===== src/rtl/axis_demux1_n.sv =====
// rtl/axis_demux1_n.sv - packet-aware AXI4-Stream 1-to-N demultiplexer with output register slice
//
// The route is picked from sel on the first beat of each frame and stays locked
// until that frame's tlast beat is accepted. Frames whose sel is not a real channel
// are swallowed. Output goes through a main + skid register pair, so the block
// keeps 1 beat/cycle under continuous ready.
//
// Ports:
//   clk, rst          clock; asynchronous active-high reset
//   sel               destination channel, sampled on the first beat of a frame
//   s_axis_*          slave stream (tdata/tvalid/tlast in, tready out)
//   m_axis_tdata      channel k on bits [k*width +: width]; 0 on idle channels
//   m_axis_tvalid/tlast/tready  one bit per channel
//   busy              route locked (frame in progress, routed or dropped)
//   drop_pulse        one cycle after the first beat of an out-of-range frame is taken
module axis_demux1_n #(
  parameter int width     = 8,
  parameter int channels  = 4,
  parameter int sel_width = 2
) (
  input  logic                        clk,
  input  logic                        rst,
  input  logic [sel_width-1:0]        sel,
  input  logic [width-1:0]            s_axis_tdata,
  input  logic                        s_axis_tvalid,
  input  logic                        s_axis_tlast,
  output logic                        s_axis_tready,
  output logic [width*channels-1:0]   m_axis_tdata,
  output logic [channels-1:0]         m_axis_tvalid,
  output logic [channels-1:0]         m_axis_tlast,
  input  logic [channels-1:0]         m_axis_tready,
  output logic                        busy,
  output logic                        drop_pulse
);

  localparam logic [1:0] IDLE  = 2'd0;
  localparam logic [1:0] ROUTE = 2'd1;
  localparam logic [1:0] DROP  = 2'd2;

  logic [1:0]           state;
  logic [sel_width-1:0] route_dest;

  logic                 main_valid;
  logic [width-1:0]     main_data;
  logic                 main_last;
  logic [sel_width-1:0] main_dest;

  logic                 skid_valid;
  logic [width-1:0]     skid_data;
  logic                 skid_last;
  logic [sel_width-1:0] skid_dest;

  logic                 sel_oor;
  logic                 in_acc;
  logic                 drop_beat;
  logic                 to_slice;
  logic [sel_width-1:0] beat_dest;
  logic                 main_ready;
  logic                 main_drain;

  // Zero-extend before comparing so sel wider or narrower than channels behaves.
  assign sel_oor = 32'(sel) >= 32'(channels);

  // DROP never touches the slice, so it can always accept. Reset forces ready low
  // directly, so it is already 0 while rst is held and 1 as soon as it releases.
  assign s_axis_tready = !rst && ((state == DROP) || !skid_valid);
  assign in_acc        = s_axis_tvalid && s_axis_tready;

  assign drop_beat = (state == DROP) || ((state == IDLE) && sel_oor);
  assign to_slice  = in_acc && !drop_beat;
  assign beat_dest = (state == ROUTE) ? route_dest : sel;

  assign busy = (state != IDLE);

  // Only the ready bit of the channel the main beat belongs to can drain it.
  always_comb begin
    main_ready = 1'b0;
    for (int k = 0; k < channels; k++) begin
      if (32'(main_dest) == k) begin
        main_ready = m_axis_tready[k];
      end
    end
  end

  assign main_drain = main_valid && main_ready;

  always_comb begin
    m_axis_tvalid = '0;
    m_axis_tlast  = '0;
    m_axis_tdata  = '0;
    for (int k = 0; k < channels; k++) begin
      if (main_valid && (32'(main_dest) == k)) begin
        m_axis_tvalid[k]               = 1'b1;
        m_axis_tlast[k]                = main_last;
        m_axis_tdata[k*width +: width] = main_data;
      end
    end
  end

  // Route FSM
  always_ff @(posedge clk or posedge rst) begin
    if (rst) begin
      state      <= IDLE;
      route_dest <= '0;
      drop_pulse <= 1'b0;
    end else begin
      drop_pulse <= in_acc && (state == IDLE) && sel_oor;
      if (in_acc) begin
        case (state)
          IDLE: begin
            if (!s_axis_tlast) begin
              state      <= sel_oor ? DROP : ROUTE;
              route_dest <= sel;
            end
          end
          ROUTE, DROP: begin
            if (s_axis_tlast) begin
              state <= IDLE;
            end
          end
          default: state <= IDLE;
        endcase
      end
    end
  end

  // Register slice: skid only fills when main is stalled, and the skid full
  // flag is what throttles the input, so at most one beat lands per cycle.
  always_ff @(posedge clk or posedge rst) begin
    if (rst) begin
      main_valid <= 1'b0;
      main_data  <= '0;
      main_last  <= 1'b0;
      main_dest  <= '0;
      skid_valid <= 1'b0;
      skid_data  <= '0;
      skid_last  <= 1'b0;
      skid_dest  <= '0;
    end else begin
      if (!main_valid || main_drain) begin
        if (skid_valid) begin
          main_valid <= 1'b1;
          main_data  <= skid_data;
          main_last  <= skid_last;
          main_dest  <= skid_dest;
          skid_valid <= 1'b0;
        end else begin
          main_valid <= to_slice;
          if (to_slice) begin
            main_data <= s_axis_tdata;
            main_last <= s_axis_tlast;
            main_dest <= beat_dest;
          end
        end
      end else if (to_slice) begin
        skid_valid <= 1'b1;
        skid_data  <= s_axis_tdata;
        skid_last  <= s_axis_tlast;
        skid_dest  <= beat_dest;
      end
    end
  end

endmodule


===== config.mk =====
export PLATFORM = sky130hd
export DESIGN_NAME = axis_demux1_n
export DESIGN_NICKNAME = d
export VERILOG_FILES = /design/src/rtl/axis_demux1_n.sv
export SDC_FILE = /design/constraint.sdc
export NUM_CORES = 1
export LEC_CHECK = 0
export BUFFER_PORTS_ARGS = -buffer_cell sky130_fd_sc_hd__buf_4
export CAP_MARGIN = 20
export CELL_PAD_IN_SITES_DETAIL_PLACEMENT = 0
export CELL_PAD_IN_SITES_GLOBAL_PLACEMENT = 1
export CORE_MARGIN = 2
export CORE_UTILIZATION = 36
export DETAILED_ROUTE_END_ITERATION = 8
export PLACE_DENSITY_LB_ADDON = 0.1
export REMOVE_ABC_BUFFERS = 1
export SETUP_SLACK_MARGIN = 0.2
export SYNTH_ARGS = -nofsm -noshare
export SYNTH_HDL_FRONTEND = slang
export SYNTH_SLANG_ARGS = --single-unit

===== constraint.sdc =====
create_clock -name clk -period 1.8 [get_ports clk]
set_input_delay 0.18 -clock clk [delete_from_list [all_inputs] [get_ports clk]]
set_output_delay 0.18 -clock clk [all_outputs]
set_load 0.1 [all_outputs]

# ---- Word level (Yosys, flattened, before mapping)
# Cells that the tools add are included.
dict set report classes {
  muxes 29
  mul 0
  bitwise 2
  addsub 0
  div 0
  shift 0
  n_reduce_logical 24
  n_eq_ne 7
  n_lt_le_gt_ge 0
}
# op count
set ops {}
lappend ops {{8-bit 2-to-1 mux} 6}
lappend ops {{1-bit 2-to-1 mux} 17}
lappend ops {{2-bit 2-to-1 mux} 5}
lappend ops {{1-bit logical AND} 8}
lappend ops {{2-bit equality test, second input constant} 3}
lappend ops {{3-bit AND reduction} 2}
lappend ops {{2-bit nonzero test} 3}
lappend ops {{2-bit by 1-bit equality test with 1-bit output, second input constant} 2}
lappend ops {{1-bit zero test} 4}
lappend ops {{2-bit zero test} 2}
lappend ops {{2-bit inequality test, second input constant} 2}
lappend ops {{2-bit one-hot mux with 2 select lines} 1}
lappend ops {{2-bit AND reduction} 2}
lappend ops {{1-bit logical OR} 2}
lappend ops {{1-bit NOT} 2}
lappend ops {{2-bit OR reduction} 1}
dict set report totals {
  inputBits 18
  output_inout_bits 43
  elab_cells 72
  rom_bits 0
  ff_bits 28
  latch_bits 0
  mem_bits_rw 0
  memories 0
}

# ---- Depth between registers and ports, before layout
dict set report logic_depth {
  depth_word 9
  depth_mapped 5
  ltp_nobuf 4
}

# ---- Worst setup path after synthesis
# OpenSTA, ideal clock, no wires.
dict set report synth_path {
  path_type {reg-to-reg}
  from {reg skid_valid}
  to {reg skid_data[0]}
  setup_ps 125
  path_buffers 1
  setup_slack_ps -1013
  required_time_ps 1675
  arrival_time_ps 2688
  synth_period_minus_slack_ps 2813
  path_stages_with_launch 6
  cell_sequence {dfrtp_1 nor2_1 nand2_1 or2_4 buf_6 mux2_2}
}
dict set report synth_between {
  elab_chain_len 6
}
# element line
set synth_lines {}
lappend synth_lines {{start, declared} 48} ;# logic skid_valid;
lappend synth_lines {{start signal, assigned} 135} ;# skid_valid <= 1'b0;
lappend synth_lines {{start signal, assigned} 146} ;# skid_valid <= 1'b0;
lappend synth_lines {{start signal, assigned} 156} ;# skid_valid <= 1'b1;
lappend synth_lines {{1-bit zero test} 66} ;# assign s_axis_tready = !rst && ((state == DROP) || !skid_valid);
lappend synth_lines {{1-bit logical OR} 66}
lappend synth_lines {{1-bit logical AND} 66}
lappend synth_lines {{via s_axis_tready} 27} ;# output logic s_axis_tready,
lappend synth_lines {{1-bit logical AND} 67} ;# assign in_acc = s_axis_tvalid && s_axis_tready;
lappend synth_lines {{1-bit logical AND} 70} ;# assign to_slice = in_acc && !drop_beat;
lappend synth_lines {{2-bit AND reduction (no source line)} -}
lappend synth_lines {{end signal, assigned} 157} ;# skid_data <= s_axis_tdata;
lappend synth_lines {{end, declared} 49} ;# logic [width-1:0] skid_data;
# The timed path passes the listed nets, and every way through them passes these cells.
# A chain may end at the register's enable or synchronous reset.

# ---- Worst setup path in the final report
dict set report layout_path {
  from {reg main_dest[1]}
  to {out m_axis_tdata[2]}
}
dict set report layout_between {
  elab_chain_len 3
}
# element line
set layout_lines {}
lappend layout_lines {{start, declared} 46} ;# logic [sel_width-1:0] main_dest;
lappend layout_lines {{start signal, assigned} 145} ;# main_dest <= skid_dest;
lappend layout_lines {{start signal, assigned} 152} ;# main_dest <= beat_dest;
lappend layout_lines {{2-bit zero test} 92} ;# if (main_valid && (32'(main_dest) == k)) begin
lappend layout_lines {{1-bit logical AND} 92}
lappend layout_lines {{8-bit 2-to-1 mux} 92}
lappend layout_lines {{end, declared} 28} ;# output logic [width*channels-1:0] m_axis_tdata,
# Every way passes these cells.

==> flow_summary.ini <==
[sta]
rsz0062_at_grt = true
timing.fmax_mhz = 594
clock-skew-final_ps = 5.76
fin_crit_ps = 1680
hold_violations = 6
setup_viol_count_final = 0
finalSetupTns_ps = 0
whs_ps = -3.92
final_max_slew_viol_count = 0
timing.final.crit_share_pct = 93.5

[setup_path]
cp.required_ps = 1620
r2r_end = main_data[3]
timing.rr.start = main_dest[0]
crit_family = simple AND/OR/NAND/NOR gates
cp_data_arrival_time_ps = 1500
crit_slowest_cell = dfrtp_1
cp_cell_sequence = and2b_4, buf_6, and3_4, buf_12
cp_num_buf_inv = 2
r2r_slack_ps = 150
crit_path_max_incr_delay_ps = 390
ff2ff_path_depth = 5
path_max_fanout = 5
path_class = flip-flop to primary output
start_kind = flip-flop
cp-end-kind = primary output

[floorplan]
dieArea_um2 = 4820
start_util_pct = 38.0
fp.coreArea_um2 = 4060
die_h_um = 69.4
rows = 23
io_pins = 61
fp.dieW_um = 69.4

[final_layout]
drive_gt1_share_pct = 73.3
stdcell_count = 260
num-nets-final = 229
area_growth_pct = 88.3
n_antenna_cell = 0
fin_area_um2 = 2900

[route]
ant_nets = 0
viasPerCell = 5.26
drt-total-wl_um = 5060
vias = 1367
drcViolationCount = 0
dr.first_iter.drc_count = 123
dr.pass1.iters = 4
avgRoutedWirePerCell_um = 19.5

[global_routing]
track_usage_pct = 19.2
antenna_found_initial = 0
grt_max_degree = 28
grt_pass1_vias = 1432
grt_overflow = 0
grt_pass1_wl_um = 7480

[yosys]
syn-cell-area_um2 = 1540
syn_area_per_cell_um2 = 11.4
synth_edf_count = 0
ys_seq_area_share_pct = 43.9
ys_warn_count = 0
ys_seq_elements = 27
synth_top_area_share_pct = 43.9
synthCells = 135
synthArstFlopShare_pct = 100
ys.flop_type = dfrtp_1
yosysTopAreaCell = dfrtp_1
synth_area_leaders = dfrtp_1 (44%), mux2_2 (17%), and3_1 (11%)
ys_types = 22

[cts]
htree_levels = 1
hold_buffers = 0
clkTransAtPathRegs_ps = 90
cts_sinks = 27
clk_latency_ps = 270
numCtsBuffers = 3
cts_buffer_depth = 2
cts_tree = yes
cts_root_buf = clkbuf_8

[status]
violations = negative hold slack
status = complete, but fails checks

[place]
place_congestion = 0.733
dp.cells = 238
placed_area_um2 = 2020
dp_hpwl_um = 2600
portBuffers = 59

[flow_run]
cap_violations = 0

[min_path]
hold_path_class = input port to asynchronous set/reset pin
==> cells by family after synthesis <==
group	share of synthesized area, %
compound gates	2.44
buf+inv	4.39
flops	43.9
mux	28.8
other cells	0.243
simple gates	20.2
==> metal layers <==
metal  GRT usage, %  vias to the layer above  routed length, µm
met4           5.66                        0                 36
met5              0                        -                  0
li1               -                      622                  -
met1           23.6                      681               2100
met2           34.5                       60               2690
met3           3.05                        4                233
==> synth_stat cells (2+ instances only) <==
library cell,n
inv_1,2
mux2_2,23
dfrtp_1,27
o21ai_0,4
mux2i_1,5
mux2_4,9
and3_1,27
and2_1,13
nand2_1,4
buf_6,2
clkbuf_1,7
nor2_1,2
==> area by class of cell <==
cell class | instances | area [µm²]
fillers | 268 | 1160
repair buffers | 76 | 1080
multi-input cells | 98 | 997
flip-flops and latches | 27 | 677
well taps | 50 | 62.6
clock buffers | 4 | 45.0
repair inverters | 3 | 22.5
inverters | 2 | 11.3
==> per-stage QoR <==
step           setup WS [ps]  utilization, %
2_1_floorplan          -1130               -
3_3_place_gp             201            49.9
3_5_place_dp             161            49.9
4_1_cts                  153            66.1
5_1_grt                 72.7            71.5
6_report                 117            71.5
==> tightest hold or removal path: stages <==
cell and delay [ps]:
buf_4 110, inv_1 60, buf_4 320
==> layout by cell type, fill, tap and decap left out, drive strengths merged <==
cell type	netlist	final
dfrtp	27	27
or2	1	2
mux2i	5	5
a22oi	1	1
conb	1	1
and2b	1	1
or3	1	1
o21ai	4	4
nand2b	1	2
nand2	4	4
clkinvlp	0	4
nor2	2	2
inv	2	1
clkbuf	7	4
and2	13	13
and3	28	29
mux2	32	32
a21oi	1	1
buf	4	76
==> state kept, by name, indices dropped and copies added (netlist names) <==
signal	flops
route_dest	2
skid_valid	1
skid_dest	2
skid_last	1
main_last	1
state	1
main_data	8
main_dest	2
main_valid	1
skid_data	8
==> timing repair <==
item / in CTS / in global routing
setup endpoints to repair: 60 / 60
setup buffers: 7 / 1
gates cloned: 7 / 3
pin swaps: 2 / 4
resized for setup: 129 / 51
==> worst max path at each step <==
stage / from / endpoint / slack [ps] / cells after the start
2_1_floorplan: skid_valid / route_dest[0] / -1130 / 4
3_3_place_gp: main_dest[0] / m_axis_tdata[22] / 200 / 4
3_5_place_dp: main_dest[0] / main_data[3] / 160 / 4
4_1_cts: main_dest[1] / m_axis_tdata[11] / 150 / 4
5_1_grt: main_dest[1] / m_axis_tdata[15] / 70 / 4
6_report: main_dest[1] / m_axis_tdata[2] / 120 / 4
Power is left out: the tool's default activity adds up to more than one toggle a clock period on the data nets, which glitch-free logic cannot reach.
